$ cat src/rtl/alu_exec_unit.sv
`default_nettype none
// alu_exec_unit: RV32I/RV32M execute stage with valid/ready handshake on both sides.
// ALU ops finish in one cycle; shift-add multiply and restoring divide iterate XLEN cycles.
module alu_exec_unit #(
  parameter int XLEN = 32,
  parameter int SHW  = $clog2(XLEN)
) (
  input  logic            clk,
  input  logic            reset,
  input  logic            in_valid,
  output logic            in_ready,
  input  logic [31:0]     instruction,
  input  logic [1:0]      alu_op,
  input  logic [XLEN-1:0] op_a,
  input  logic [XLEN-1:0] op_b,
  output logic            out_valid,
  input  logic            out_ready,
  output logic [XLEN-1:0] result,
  output logic            zero,
  output logic            illegal
);

  typedef enum logic [1:0] {S_IDLE, S_BUSY, S_DONE} state_t;
  typedef enum logic [4:0] {
    OP_ADD, OP_SUB, OP_SLL, OP_SLT, OP_SLTU, OP_XOR, OP_SRL, OP_SRA, OP_OR, OP_AND,
    OP_MUL, OP_MULH, OP_MULHSU, OP_MULHU, OP_DIV, OP_DIVU, OP_REM, OP_REMU, OP_ILL
  } op_t;

  state_t state, state_next;
  op_t    dec_op, op_q;

  logic [6:0]        funct7;
  logic [2:0]        funct3;
  logic              unused_instr;
  logic              accept, is_mul, is_div, signed_div, div_zero, div_ovf, iterative;
  logic              a_sgn, b_sgn, neg_q, mul_q, last;
  logic [XLEN-1:0]   mag_a, mag_b, quick_res, fin_res, quot_s, rem_s;
  logic              quick_ill;
  logic [SHW-1:0]    cnt;
  logic [2*XLEN-1:0] acc, opnd, prod_s;
  logic [XLEN-1:0]   aux;
  logic [XLEN:0]     trial;

  assign funct7       = instruction[31:25];
  assign funct3       = instruction[14:12];
  assign unused_instr = ^{instruction[24:15], instruction[11:0]};

  always_comb begin
    dec_op = OP_ILL;
    case (alu_op)
      2'b00: dec_op = OP_ADD;
      2'b01: dec_op = OP_SUB;
      2'b10: begin
        if (funct7 == 7'b0000000) begin
          case (funct3)
            3'd0: dec_op = OP_ADD;
            3'd1: dec_op = OP_SLL;
            3'd2: dec_op = OP_SLT;
            3'd3: dec_op = OP_SLTU;
            3'd4: dec_op = OP_XOR;
            3'd5: dec_op = OP_SRL;
            3'd6: dec_op = OP_OR;
            default: dec_op = OP_AND;
          endcase
        end else if (funct7 == 7'b0100000) begin
          if (funct3 == 3'd0) dec_op = OP_SUB;
          else if (funct3 == 3'd5) dec_op = OP_SRA;
        end else if (funct7 == 7'b0000001) begin
          case (funct3)
            3'd0: dec_op = OP_MUL;
            3'd1: dec_op = OP_MULH;
            3'd2: dec_op = OP_MULHSU;
            3'd3: dec_op = OP_MULHU;
            3'd4: dec_op = OP_DIV;
            3'd5: dec_op = OP_DIVU;
            3'd6: dec_op = OP_REM;
            default: dec_op = OP_REMU;
          endcase
        end
      end
      default: dec_op = OP_ILL;
    endcase
  end

  assign is_mul     = (dec_op == OP_MUL) || (dec_op == OP_MULH) ||
                      (dec_op == OP_MULHSU) || (dec_op == OP_MULHU);
  assign is_div     = (dec_op == OP_DIV) || (dec_op == OP_DIVU) ||
                      (dec_op == OP_REM) || (dec_op == OP_REMU);
  assign signed_div = (dec_op == OP_DIV) || (dec_op == OP_REM);
  assign div_zero   = (op_b == '0);
  assign div_ovf    = signed_div && (op_a == {1'b1, {(XLEN-1){1'b0}}}) && (&op_b);
  assign iterative  = is_mul || (is_div && !div_zero && !div_ovf);

  // Operand signs only matter for the signed flavours; magnitudes feed the iterative datapath.
  assign a_sgn = op_a[XLEN-1] && (signed_div || dec_op == OP_MULH || dec_op == OP_MULHSU);
  assign b_sgn = op_b[XLEN-1] && (signed_div || dec_op == OP_MULH);
  assign mag_a = a_sgn ? -op_a : op_a;
  assign mag_b = b_sgn ? -op_b : op_b;

  always_comb begin
    quick_res = '0;
    quick_ill = 1'b0;
    case (dec_op)
      OP_ADD:  quick_res = op_a + op_b;
      OP_SUB:  quick_res = op_a - op_b;
      OP_SLL:  quick_res = op_a << op_b[SHW-1:0];
      OP_SLT:  quick_res = {{(XLEN-1){1'b0}}, $signed(op_a) < $signed(op_b)};
      OP_SLTU: quick_res = {{(XLEN-1){1'b0}}, op_a < op_b};
      OP_XOR:  quick_res = op_a ^ op_b;
      OP_SRL:  quick_res = op_a >> op_b[SHW-1:0];
      OP_SRA:  quick_res = $unsigned($signed(op_a) >>> op_b[SHW-1:0]);
      OP_OR:   quick_res = op_a | op_b;
      OP_AND:  quick_res = op_a & op_b;
      // Only the divide special cases reach these two arms as single-cycle results.
      OP_DIV, OP_DIVU: quick_res = div_zero ? '1 : op_a;
      OP_REM, OP_REMU: quick_res = div_zero ? op_a : '0;
      OP_ILL:  quick_ill = 1'b1;
      default: quick_res = '0;
    endcase
  end

  assign trial  = {acc[2*XLEN-1:XLEN], acc[XLEN-1]} - {1'b0, aux};
  assign prod_s = neg_q ? -acc : acc;
  assign quot_s = neg_q ? -acc[XLEN-1:0] : acc[XLEN-1:0];
  assign rem_s  = neg_q ? -acc[2*XLEN-1:XLEN] : acc[2*XLEN-1:XLEN];

  always_comb begin
    fin_res = quot_s;
    case (op_q)
      OP_MUL:                        fin_res = prod_s[XLEN-1:0];
      OP_MULH, OP_MULHSU, OP_MULHU:  fin_res = prod_s[2*XLEN-1:XLEN];
      OP_REM, OP_REMU:               fin_res = rem_s;
      default:                       fin_res = quot_s;
    endcase
  end

  assign accept    = in_valid && (state == S_IDLE);
  assign in_ready  = (state == S_IDLE);
  assign out_valid = (state == S_DONE);
  assign zero      = (result == '0);

  always_ff @(posedge clk or posedge reset) begin
    if (reset) state <= S_IDLE;
    else       state <= state_next;
  end

  always_comb begin
    state_next = state;
    case (state)
      S_IDLE:  if (in_valid) state_next = iterative ? S_BUSY : S_DONE;
      S_BUSY:  if (last) state_next = S_DONE;
      S_DONE:  if (out_ready) state_next = S_IDLE;
      default: state_next = S_IDLE;
    endcase
  end

  always_ff @(posedge clk or posedge reset) begin
    if (reset) begin
      op_q    <= OP_ADD;
      neg_q   <= 1'b0;
      mul_q   <= 1'b0;
      last    <= 1'b0;
      cnt     <= '0;
      acc     <= '0;
      opnd    <= '0;
      aux     <= '0;
      result  <= '0;
      illegal <= 1'b0;
    end else if (accept) begin
      op_q  <= dec_op;
      mul_q <= is_mul;
      // Remainder follows the dividend; product and quotient follow the sign mismatch.
      neg_q <= (dec_op == OP_REM) ? a_sgn : (a_sgn ^ b_sgn);
      last  <= 1'b0;
      cnt   <= SHW'(XLEN-1);
      acc   <= is_mul ? '0 : {{XLEN{1'b0}}, mag_a};
      opnd  <= {{XLEN{1'b0}}, mag_a};
      aux   <= mag_b;
      if (!iterative) begin
        result  <= quick_res;
        illegal <= quick_ill;
      end
    end else if (state == S_BUSY) begin
      if (last) begin
        result  <= fin_res;
        illegal <= 1'b0;
      end else begin
        if (mul_q) begin
          if (aux[0]) acc <= acc + opnd;
          opnd <= opnd << 1;
          aux  <= aux >> 1;
        end else if (!trial[XLEN]) begin
          acc <= {trial[XLEN-1:0], acc[XLEN-2:0], 1'b1};
        end else begin
          acc <= {acc[2*XLEN-2:0], 1'b0};
        end
        if (cnt == '0) last <= 1'b1;
        else           cnt  <= cnt - 1'b1;
      end
    end
  end

endmodule
`default_nettype wire

$ cat config.mk
export PLATFORM = sky130hd
export DESIGN_NAME = alu_exec_unit
export DESIGN_NICKNAME = d
export VERILOG_FILES = /design/src/rtl/alu_exec_unit.sv
export SDC_FILE = /design/constraint.sdc
export NUM_CORES = 2
export LEC_CHECK = 0
export ABC_CLOCK_PERIOD_IN_PS = 13200
export BUFFER_PORTS_ARGS = -buffer_cell sky130_fd_sc_hd__buf_2
export CORE_ASPECT_RATIO = 1.25
export CORE_UTILIZATION = 35
export DETAILED_ROUTE_END_ITERATION = 8
export PLACE_DENSITY_LB_ADDON = 0.15
export SYNTH_ARGS = -nofsm -noshare
export SYNTH_HDL_FRONTEND = slang
export SYNTH_SLANG_ARGS = --single-unit
$ cat constraint.sdc
create_clock -name clk -period 13.2 [get_ports clk]
set_input_delay 2.64 -clock clk [delete_from_list [all_inputs] [get_ports clk]]
set_output_delay 2.64 -clock clk [all_outputs]
set_load 0.01 [all_outputs]
==> results.toml <==
[outcome]
outcome = "finished, final reports clean"

[timing]
slew_violations = 0
fin_ws_ns = 5.95
grt_setup_unrepaired = "false"
max_freq_mhz = 138
slew_headroom = 0.0987
min_period_ns = 7.25
setup_viol = 0
period_share = 0.549
finClkSkew_ns = 0.0162
finalSetupTns_ns = 0
finalHoldViolCount = 0
max_slew.worst_pin.slew_ns = 1.35

[cells_and_area]
area_growth_pct = 7.35
antennaDiodeCount = 0
finish.utilization = 0.382
drive_gt1_frac = 0.0980
fin_nets = 3890
finalNonFillerCells = 4646

[cts]
cts_setup_buffers = 0
clock_tree.buffer_depth = 3
clock-sinks = 208
htree_levels = 1
cts_tree = "done"
clock_latency_ns = 0.56
hold_buffers = 0
root_buffer = "clkbuf_16"
cts_buffers = 24
ctsResizeCount = 0
clk_pin_slew_ns = 0.06

[global_routing]
overflow = 0
antenna_found_initial = 3
grt.total_usage = 0.325
grt_pass1_vias = 28000
grt_pass1_wl_mm = 193
grt_max_degree = 105

[drt]
vias_per_cell = 6.33
drtPass1Iterations = 6
drcViolationCount = 0
postRouteAntennaNets = 0
num_vias = 29400
wl_per_cell_um = 28.5
drt_iter0_markers = 2649
routed_wl_mm = 133

[synthesis]
yosysMostFrequentCell = "nand2_1"
ys_ff_latch = 208
syn_inst = 3667
syn_avg_cell_area_um2 = 7.54
syn_area_mm2 = 0.0277
syn_nets = 3972
netlist-cell-type-count = 102
seq_area_frac_synth = 0.188
synth_top_cell_by_area = "dfrtp_1"
synth-edff-count = 0
ys_async_sr_fraction = 1.00
synth_common_cells = "nand2_1, o21ai_0, nor2_1, a21oi_1, dfrtp_1"
synthTopCellsByArea = "dfrtp_1, ha_1, o21ai_0"
synth.top_cell.area_share = 0.188
ys.flop_type = "dfrtp_1"
ys_warn_count = 0

[hold_path]
worstHoldPathType = "reg2reg"

[power_and_ir_drop]
power.leakage_nw = 12.1
p_per_area_mw_per_mm2 = 98.3
peakVddDrop_mv = 0.0817

[die]
fp.dieW_um = 253
initial_core_util = 0.356
die-height_um = 316
io_pins = 138
placeableCoreArea_mm2 = 0.0777
rows = 114
die_area_mm2 = 0.0802

[placed_design]
io_buffers = 115
gp_congestion = 1.06
dp.cells = 4603
dpl.hpwl_mm = 102
place_ws_ns = 5.63

[flow_run]
maxCapViolations = 0

[setup_path]
cp_max_fo = 30
worstSetupPathType = "in2reg"
start_kind = "input pin"
critPathCaptureType = "flip-flop"
cp.arrival_ns = 7.66
cp_data_required_time_ns = 13.61
==> final cells by class <==
type | count | area, um2
clock buffer | 35 | 723
clock inverter | 8 | 92.6
fill | 8242 | 48000
inverter | 165 | 627
multi-input combinational | 3018 | 20800
sequential | 208 | 5210
tap | 1044 | 1310
timing repair buffer | 168 | 978
==> metrics by stage <==
step	cell area [um2]	hold slack, ns	power (mW)
floorplan	27700	0.450	1.72
global placement	28900	0.473	2.18
detailed placement	28900	0.486	2.18
CTS	29700	0.502	2.90
global route	29700	0.548	3.07
finish	29700	0.493	2.92
==> state kept, by name, indices dropped and copies added (netlist names), 2 cells and up <==
name    count
cnt         5
state       2
result     32
opnd       64
op_q        5
aux        32
acc        64
==> logic make-up (layout without fill, tap and decap cells) <==
kind of cell / count (synthesis) / count (layout) / share of synthesized area
buf+inv: 441 / 376 / 0.0647
mux: 150 / 150 / 0.0847
flops: 208 / 208 / 0.188
fa+ha+maj: 203 / 203 / 0.0929
xor+xnor: 216 / 216 / 0.0684
compound gates: 1307 / 1307 / 0.307
simple gates: 1142 / 1142 / 0.195
==> cell usage in the layout (no fill, tap or decap), types with 17 or more instances in the layout <==
cell       count
a221o_1       17
o21bai_1      35
a21o_1        50
nor4_1        34
a21oi_1      304
inv_1        161
buf_4         55
a211oi_1      55
ha_1         199
xnor2_1      151
o41ai_1       18
nand2_1      391
nor3_1        70
o211ai_1      34
o21ai_0      334
xor2_1        65
nand3_1       64
o31ai_1       46
or3_1         26
o22ai_1       50
o21a_1        22
a22oi_1       78
a31oi_1       44
a221oi_1      30
nor2b_1       35
buf_2        113
mux4_2        65
or4_1         23
nand2b_1      41
clkbuf_16     25
nand4_1       47
mux2i_1       72
and3_1        26
o21ai_1       18
nor2_1       305
o221ai_1      40
dfrtp_1      206
==> where the power goes <==
| group | total [mW] | switching (mW) | internal (mW) |
|---|---|---|---|
| logic | 1.33 | 0.850 | 0.482 |
| clock network | 0.715 | 0.298 | 0.417 |
| registers | 0.870 | 0.145 | 0.725 |
| total | 2.92 | 1.29 | 1.62 |
==> critical path, cell delays in order <==
cell and delay [ns]:
buf_4 0.40, inv_1 0.37, fa_1 0.51, nor2b_1 0.15, o21a_1 0.19, o21bai_1 0.69
a2111oi_1 0.31, o2111ai_1 0.51, a41oi_2 0.36, a311oi_1 0.70, mux2_2 0.41, a221oi_1 0.28
a211oi_1 0.09
==> routing by layer <==
| metal | global-route usage | wire (um) |
|---|---|---|
| met1 | 0.395 | 52500 |
| met2 | 0.543 | 61800 |
| met3 | 0.0370 | 8120 |
| met4 | 0.215 | 10100 |
| met5 | 0 | 0 |
==> final timing paths <==
check                      startpoint    endpoint  slack [ns]  depth (start not counted)
max                           op_b[1]  result[30]        5.95                         13
min                           op_q[0]     op_q[0]        0.49                          2
max reg2reg                    acc[0]     acc[62]        8.70                         14
min reg2reg                   op_q[0]     op_q[0]        0.49                          2
max in group asynchronous       reset   result[4]        9.58                          3
min in group asynchronous       reset    opnd[22]        2.22                          2
Note: power is estimated with default switching activity, not from simulation.
